[config.mk]
export PLATFORM = sky130hd
export DESIGN_NAME = pipereg_elastic
export DESIGN_NICKNAME = d
export VERILOG_FILES = /design/src/rtl/pipereg_elastic.sv
export SDC_FILE = /design/constraint.sdc
export NUM_CORES = 1
export LEC_CHECK = 0
export CAP_MARGIN = 5
export CORE_ASPECT_RATIO = 1.25
export CORE_UTILIZATION = 33
export CTS_BUF_LIST = sky130_fd_sc_hd__clkbuf_4
export DETAILED_ROUTE_END_ITERATION = 10
export GPL_TIMING_DRIVEN = 0
export SLEW_MARGIN = 20
export SYNTH_ARGS = -nofsm -noshare
export SYNTH_HDL_FRONTEND = slang
export SYNTH_SLANG_ARGS = --single-unit
[constraint.sdc]
create_clock -name clock -period 4.6 [get_ports clock]
set_input_delay 1.15 -clock clock [delete_from_list [all_inputs] [get_ports clock]]
set_output_delay 1.15 -clock clock [all_outputs]
set_load 0.05 [all_outputs]
[src/rtl/pipereg_elastic.sv]
// Elastic in-order pipeline buffer with registered upstream ready and
// selective flush of entries younger than a redirecting ROB index.
module pipereg_elastic #(
    parameter int DATA_WIDTH   = 256,
    parameter int DEPTH        = 2,
    parameter int ROBIDX_WIDTH = 7
) (
    input  logic                      clock,
    input  logic                      reset_n,
    input  logic                      in_valid,
    output logic                      in_ready,
    input  logic [DATA_WIDTH-1:0]     in_data,
    input  logic [ROBIDX_WIDTH-1:0]   in_robidx,
    output logic                      out_valid,
    input  logic                      out_ready,
    output logic [DATA_WIDTH-1:0]     out_data,
    output logic [ROBIDX_WIDTH-1:0]   out_robidx,
    input  logic                      flush_valid,
    input  logic [ROBIDX_WIDTH-1:0]   flush_robidx,
    output logic [$clog2(DEPTH):0]    count
);

    localparam int PW = $clog2(DEPTH);
    localparam int CW = PW + 1;
    localparam logic [CW-1:0] C_DEPTH = CW'(DEPTH);
    localparam logic [CW-1:0] C_ONE   = CW'(1'b1);

    // Wrap flag differs: the index comparison flips direction.
    function automatic logic f_younger(input logic [ROBIDX_WIDTH-1:0] a,
                                       input logic [ROBIDX_WIDTH-1:0] b);
        if (a[ROBIDX_WIDTH-1] != b[ROBIDX_WIDTH-1]) begin
            f_younger = (a[ROBIDX_WIDTH-2:0] < b[ROBIDX_WIDTH-2:0]);
        end else begin
            f_younger = (a[ROBIDX_WIDTH-2:0] > b[ROBIDX_WIDTH-2:0]);
        end
    endfunction

    logic [DATA_WIDTH-1:0]   r_data   [DEPTH];
    logic [ROBIDX_WIDTH-1:0] r_robidx [DEPTH];
    logic [PW-1:0]           r_rptr;
    logic [PW-1:0]           r_wptr;
    logic [CW-1:0]           r_count;

    logic          w_full;
    logic          w_empty;
    logic          w_deq;
    logic          w_enq;
    logic          w_head_young;
    logic          w_stop;
    logic [PW-1:0] w_slot;
    logic [CW-1:0] w_keep;
    logic [CW-1:0] w_kept;
    logic [CW-1:0] w_count_n;
    logic [PW-1:0] w_rptr_n;
    logic [PW-1:0] w_wptr_n;

    assign w_full       = (r_count == C_DEPTH);
    assign w_empty      = (r_count == {CW{1'b0}});
    assign in_ready     = ~w_full;
    assign out_valid    = ~w_empty;
    assign out_data     = w_empty ? {DATA_WIDTH{1'b0}} : r_data[r_rptr];
    assign out_robidx   = w_empty ? {ROBIDX_WIDTH{1'b0}} : r_robidx[r_rptr];
    assign count        = r_count;
    assign w_head_young = f_younger(r_robidx[r_rptr], flush_robidx);
    assign w_deq        = out_valid & out_ready & ~(flush_valid & w_head_young);
    assign w_enq        = in_valid & in_ready & ~flush_valid;

    // Count the leading run of entries that survive a flush (age-ordered, so the killed ones form the tail).
    always_comb begin
        w_keep = {CW{1'b0}};
        w_stop = 1'b0;
        w_slot = r_rptr;
        for (int i = 0; i < DEPTH; i++) begin
            w_slot = r_rptr + PW'(i);
            if (!w_stop && (CW'(i) < r_count) &&
                !f_younger(r_robidx[w_slot], flush_robidx)) begin
                w_keep = w_keep + C_ONE;
            end else begin
                w_stop = 1'b1;
            end
        end
    end

    // Next pointer/occupancy for normal and flush cycles.
    always_comb begin
        w_kept   = w_keep - CW'(w_deq);
        w_rptr_n = r_rptr + PW'(w_deq);
        if (flush_valid) begin
            w_count_n = w_kept;
            w_wptr_n  = w_rptr_n + w_kept[PW-1:0];
        end else begin
            w_count_n = r_count + CW'(w_enq) - CW'(w_deq);
            w_wptr_n  = r_wptr + PW'(w_enq);
        end
    end

    // State and storage registers; killed slots keep their stale contents.
    always_ff @(posedge clock or negedge reset_n) begin
        if (!reset_n) begin
            r_rptr  <= {PW{1'b0}};
            r_wptr  <= {PW{1'b0}};
            r_count <= {CW{1'b0}};
            for (int i = 0; i < DEPTH; i++) begin
                r_data[i]   <= {DATA_WIDTH{1'b0}};
                r_robidx[i] <= {ROBIDX_WIDTH{1'b0}};
            end
        end else begin
            r_rptr  <= w_rptr_n;
            r_wptr  <= w_wptr_n;
            r_count <= w_count_n;
            if (w_enq) begin
                r_data[r_wptr]   <= in_data;
                r_robidx[r_wptr] <= in_robidx;
            end
        end
    end

    // Structural invariants of the circular buffer.
    a_no_enq_full: assert property (@(posedge clock) disable iff (!reset_n)
        !(in_valid && in_ready && (r_count == C_DEPTH)));
    a_count_max: assert property (@(posedge clock) disable iff (!reset_n)
        (r_count <= C_DEPTH));
    a_ptr_sync: assert property (@(posedge clock) disable iff (!reset_n)
        (r_wptr == PW'(r_rptr + r_count[PW-1:0])));

endmodule

After elaboration in Yosys (flattened, before gate mapping)
Index checks and enable logic that the tools add are counted.
- register bits: 530
- input port bits: 275
- $lt $le $gt $ge: 10
- add/subtract/negate cells: 8
- reduce and logical (&&, ||, !) cells: 7
- mux-type cells: 23
- bitwise logic cells: 12
- equal/unequal tests: 3
- operators by type and width (cell ; number):
    2-to-1 mux 256 bit ; 5
    bitwise mux 512 bit ; 1
    demux 256 bit (select 1 bit) ; 1
    2-to-1 mux 7 bit ; 8
    bitwise mux 14 bit ; 1
    > comparator 6 bit ; 2
    < comparator 6 bit ; 2
    demux 7 bit (select 1 bit) ; 1
    >= comparator 2 bit (second input constant) ; 3
    inverter 1 -> 2 bit ; 3
    bitwise AND 1 bit ; 5
    logical AND 1 bit ; 4
    < comparator 1 x 2 -> 1 bit (first input constant) ; 2
    2-to-1 mux 1 bit ; 4
    2-to-1 mux 2 bit ; 2
    inverter 1 bit ; 4
    subtractor 2 x 1 -> 2 bit ; 2
    adder 1 bit ; 3
    adder 2 x 1 -> 2 bit ; 1
    adder 2 x 1 -> 2 bit (second input constant) ; 1
    == test 2 bit (second input constant) ; 1
    zero test 1 bit ; 2
    zero test 2 bit ; 1
    < comparator 2 x 1 -> 1 bit (second input constant) ; 1
    2 further kinds ; 3

Depth between registers and ports, before layout
- depth in word-level cells: 14
- gate-level depth with buffers: 17
- depth with buffers taken out: 14

Worst setup path before layout
No wires, ideal clock.
- path kind: reg-to-reg
- start: register r_rptr
- end: register r_wptr
- clock period less this slack: 3.677 ns
- slack: 0.923 ns
- path buffers: 3
- cell stages (with the launch flop): 17
- setup time: 0.082 ns
- data arrival time: 3.595 ns
- path through: dfrtp_1 buf_2 clkbuf_1 buf_2 mux2_2 ha_1 or3_1 o21ai_0 a21oi_1 mux2_2 nor3_1 ha_1 inv_1 ha_1 xnor2_1 or3_1 a31oi_1
- longest elaborated chain between the ends: 14
- elaborated cells between the ends (all ways): 32
- those cells by class: add/sub (5); order compare (4); eq/ne (2); mux (11); bitwise (5); reduce/logical (5)
- RTL lines (element ; line ; RTL):
    from (decl) ; 40 ; logic [PW-1:0] r_rptr;
    from (signal assigned) ; 100 ; r_rptr <= {PW{1'b0}};
    from (signal assigned) ; 108 ; r_rptr <= w_rptr_n;
    inverter 1 -> 2 bit (not written as such) ; 64, 76 ;
    2-to-1 mux 7 bit (not written as such) (3 in a row) ; 64, 76 ;
    > comparator 6 bit, or another cell as far along ; 34 ; f_younger = (a[ROBIDX_WIDTH-2:0] > b[ROBIDX_WIDTH-2:0]);
    2-to-1 mux 1 bit ; 31 ; if (a[ROBIDX_WIDTH-1] != b[ROBIDX_WIDTH-1]) begin
    zero test 1 bit ; 76 ; !f_younger(r_robidx[w_slot], flush_robidx)) begin
    logical AND 1 bit ; 75 ; if (!w_stop && (CW'(i) < r_count) &&
    2-to-1 mux 1 bit or logical AND 1 bit (tied branches) ; 75 ;
    adder 2 x 1 -> 2 bit or logical AND 1 bit (tied branches) ; 77, 75 ;
    2-to-1 mux 2 bit ; 75 ;
    subtractor 2 x 1 -> 2 bit ; 86 ; w_kept = w_keep - CW'(w_deq);
    adder 1 bit (*) ; 90 ; w_wptr_n = w_rptr_n + w_kept[PW-1:0];
    2-to-1 mux 1 bit (*) ; 88 ; if (flush_valid) begin
    via w_wptr_n ; 55 ; logic [PW-1:0] w_wptr_n;
    to (signal assigned) ; 101 ; r_wptr <= {PW{1'b0}};
    to (signal assigned) ; 109 ; r_wptr <= w_wptr_n;
    to (decl) ; 41 ; logic [PW-1:0] r_wptr;
Mark *: on every way through the listed nets, which the timed path passes. The rest lies on a longest branch. The select of a mux whose other input is x is not followed.
A chain may end at the register's enable or synchronous reset.

Worst setup path after layout
- start: register r_rptr
- end: output port out_data[206]
- longest elaborated chain between the ends: 5
- RTL lines (element ; line ; RTL):
    inverter 1 -> 2 bit (not written as such) ; 61 ; assign out_data = w_empty ? {DATA_WIDTH{1'b0}} : r_data[r_rptr];
    2-to-1 mux 256 bit (not written as such) (3 in a row) ; 61 ;
    2-to-1 mux 256 bit ; 61 ;
    to (decl) ; 16 ; output logic [DATA_WIDTH-1:0] out_data,
Every way passes these cells. The select of a mux whose other input is x is not followed.

==> results.json <==
{
  "die-area_sq_um": 73600,
  "dpl.hpwl_mm": 51.1,
  "slowest_stage": "dlygate4sd2_1",
  "nets": 2760,
  "crit_required_ps": 3450,
  "synth_ff_type": "dfrtp_1",
  "yosys.cell_types.count": 26,
  "fin_util": 0.448,
  "critPathKind": "register to output port",
  "core_area_sq_um": 71800,
  "chipWidth_microns": 243,
  "clock.fmax_ghz": 0.231,
  "initial_core_util": 0.333,
  "cp-end-kind": "output port",
  "worst_ep_arrival_time_ps": 3180,
  "avgSynthCellArea_sq_um": 13.5,
  "maxCapViolCount": 0,
  "slew_violations": 0,
  "period_share": 0.941,
  "drive_gt1_frac": 0.324,
  "vias": 16716,
  "area_growth_syn_to_layout_pct": 34.4,
  "grt_pass1_wl_mm": 107,
  "slew_headroom": 0.371,
  "crit_top_cell": "buf_2",
  "drc": 4,
  "syn_area_sq_um": 23900,
  "hold_slack_ps": 500,
  "drtAntennaViolNets": 0,
  "clk_latency_ps": 980,
  "portBuffers": 541,
  "antenna_found_initial": 17,
  "htree_levels": 4,
  "grt.total_usage": 0.190,
  "gp_congestion": 0.823,
  "routed_wl_mm": 69.5,
  "status": "finished, violations left",
  "finClkSkew_ps": 39.0,
  "synth_edf_count": 0,
  "critPathLaunchType": "register",
  "setup_violations": 0,
  "cts.path.max_buffers": 3,
  "dr.pass1.iters": 7,
  "failed_checks": "DRC",
  "fin_crit_ps": 4330,
  "cts_tree": "yes",
  "synth-seq-cells": 530,
  "synth.net_count": 2068,
  "cts_inserted_buffers": 143,
  "first_global_vias": 18492,
  "synthesis.instances": 1775,
  "path_delay_family": "buffers and inverters",
  "grt_max_degree": 101,
  "rows": 110,
  "chipHeight_microns": 303,
  "postCtsSetupRepairBufs": 0,
  "worstPathCellList": "buf_2, clkbuf_2, buf_2, mux2i_1, nor2_1, dlygate4sd2_1",
  "avgViaCountPerCell": 4.75,
  "overflow": 0,
  "yosysWarningCount": 0,
  "cts_root_buffer": "clkbuf_4",
  "reg2reg_from": "r_rptr",
  "max_stage_delay_ps": 560,
  "drtIter0Drc": 580,
  "hold_start": "r_data[394]",
  "clock-sinks": 530,
  "worst_pin_slew_ps": 943,
  "crit_start": "r_rptr",
  "wire_per_inst_microns": 19.8,
  "yosysSeqAreaShare": 0.554,
  "final-hold-violation-count": 0,
  "crit_buf_inv": 4,
  "min_path_type": "register to register",
  "ys_async_sr_fraction": 1.00,
  "path_max_fanout": 10,
  "io_pins": 542,
  "fill_cells": 6912,
  "rsz0062_at_grt": "no",
  "cts.clk_slew.worst_paths_ps": 60
}
## cells in the final DEF, fill, tap and decap left out, drive strengths merged, types with 18 or more instances in the layout
cell,Yosys,layout
mux2,538,538
nor2,260,260
buf,50,54
clkdlybuf4s50,0,283
clkinv,0,25
ha,18,18
dfrtp,530,530
inv,12,18
mux2i,261,261
dlygate4sd2,0,241
clkbuf,66,274
## final cells by class
class / count / area (sq um) / share of cell area
buffer: 116 / 534 / 0.0166
tap: 952 / 1190 / 0.0370
clock inverter: 36 / 208 / 0.00646
antenna: 8 / 20.0 / 0.000622
inverter: 12 / 45.0 / 0.00140
sequential: 530 / 13300 / 0.412
clock buffer: 202 / 1520 / 0.0471
multi-input combinational: 1117 / 10100 / 0.315
timing repair buffer: 547 / 5250 / 0.163
## what timing repair did
action / 4_1_cts / 5_1_grt
endpoints found under the hold margin: 6 / 0
hold buffers: 1 / 0
endpoints found under the setup margin: 265 / 11
resized for setup: 289 / 15
## worst reg2reg max path, delay by kind of cell, from the launching register on
| family | cells | cell delay (ps) |
|---|---|---|
| flip-flops | 1 | 360 |
| AND/OR/NAND/NOR | 3 | 820 |
| XOR/XNOR | 1 | 150 |
| buffers and inverters | 4 | 1050 |
| adder cells (fa/ha/maj) | 3 | 710 |
| AO/OA/AOI/OAI | 3 | 320 |
| multiplexers | 2 | 690 |
## cell families after synthesis
logic type | synth area share
simple gates | 0.0456
buf+inv | 0.0222
mux | 0.363
fa+ha+maj | 0.00941
compound gates | 0.00329
flops | 0.554
xor+xnor | 0.00256
## registers in the layout (all words and copies together) (netlist names)
signal	flops
count	2
r_data	512
r_robidx	14
r_rptr	1
r_wptr	1
## metrics by stage
stage               setup WS [ps]  TNS, ps  cell area (sq um)  std cells
floorplan                     923        0              23900       1775
global placement           -20780        -              30500       3268
detailed placement          -36.9     -700              30700       3273
CTS                          5.54        0              32100       3512
global route                 1.98        0              32200       3517
finish                        273        0              32200       3520
## routing by layer
| layer | part of all wire | vias to the layer above | global-route usage |
|---|---|---|---|
| met2 | 0.52 | 463 | 0.333 |
| met5 | 0.0020 | - | 0 |
| li1 | - | 7645 | - |
| met3 | 0.075 | 135 | 0.0732 |
| met1 | 0.38 | 8451 | 0.208 |
| met4 | 0.026 | 22 | 0.0753 |
## path summary, 6_finish.rpt
check	cells after the start	endpoint	slack, ps
setup / recovery	6	out_data[206]	270
max in group asynchronous	4	r_data[17]	2410
min in group asynchronous	2	r_data[158]	740
setup reg to reg	16	r_wptr	410
hold reg to reg	1	r_data[394]	500
hold / removal	1	r_data[394]	500
## cells in the mapped netlist, types with 3 or more instances
cell      count  area, sq um
a21oi_1       4         20.0
a31oi_1       3         18.8
and2_1        5         31.3
buf_1         9         33.8
buf_2        41          205
clkbuf_1     66          248
dfrtp_1     530        13300
ha_1         18          225
inv_1        12         45.0
mux2_2      537         6050
mux2i_1     261         2610
nand2_1       3         11.3
nor2_1      260          976
nor2b_1       3         18.8
o21ai_0       4         20.0
xnor2_1       5         43.8
Power is not shown: default switching activity piles up to over one toggle a cycle in this logic, so the estimate is an artifact.
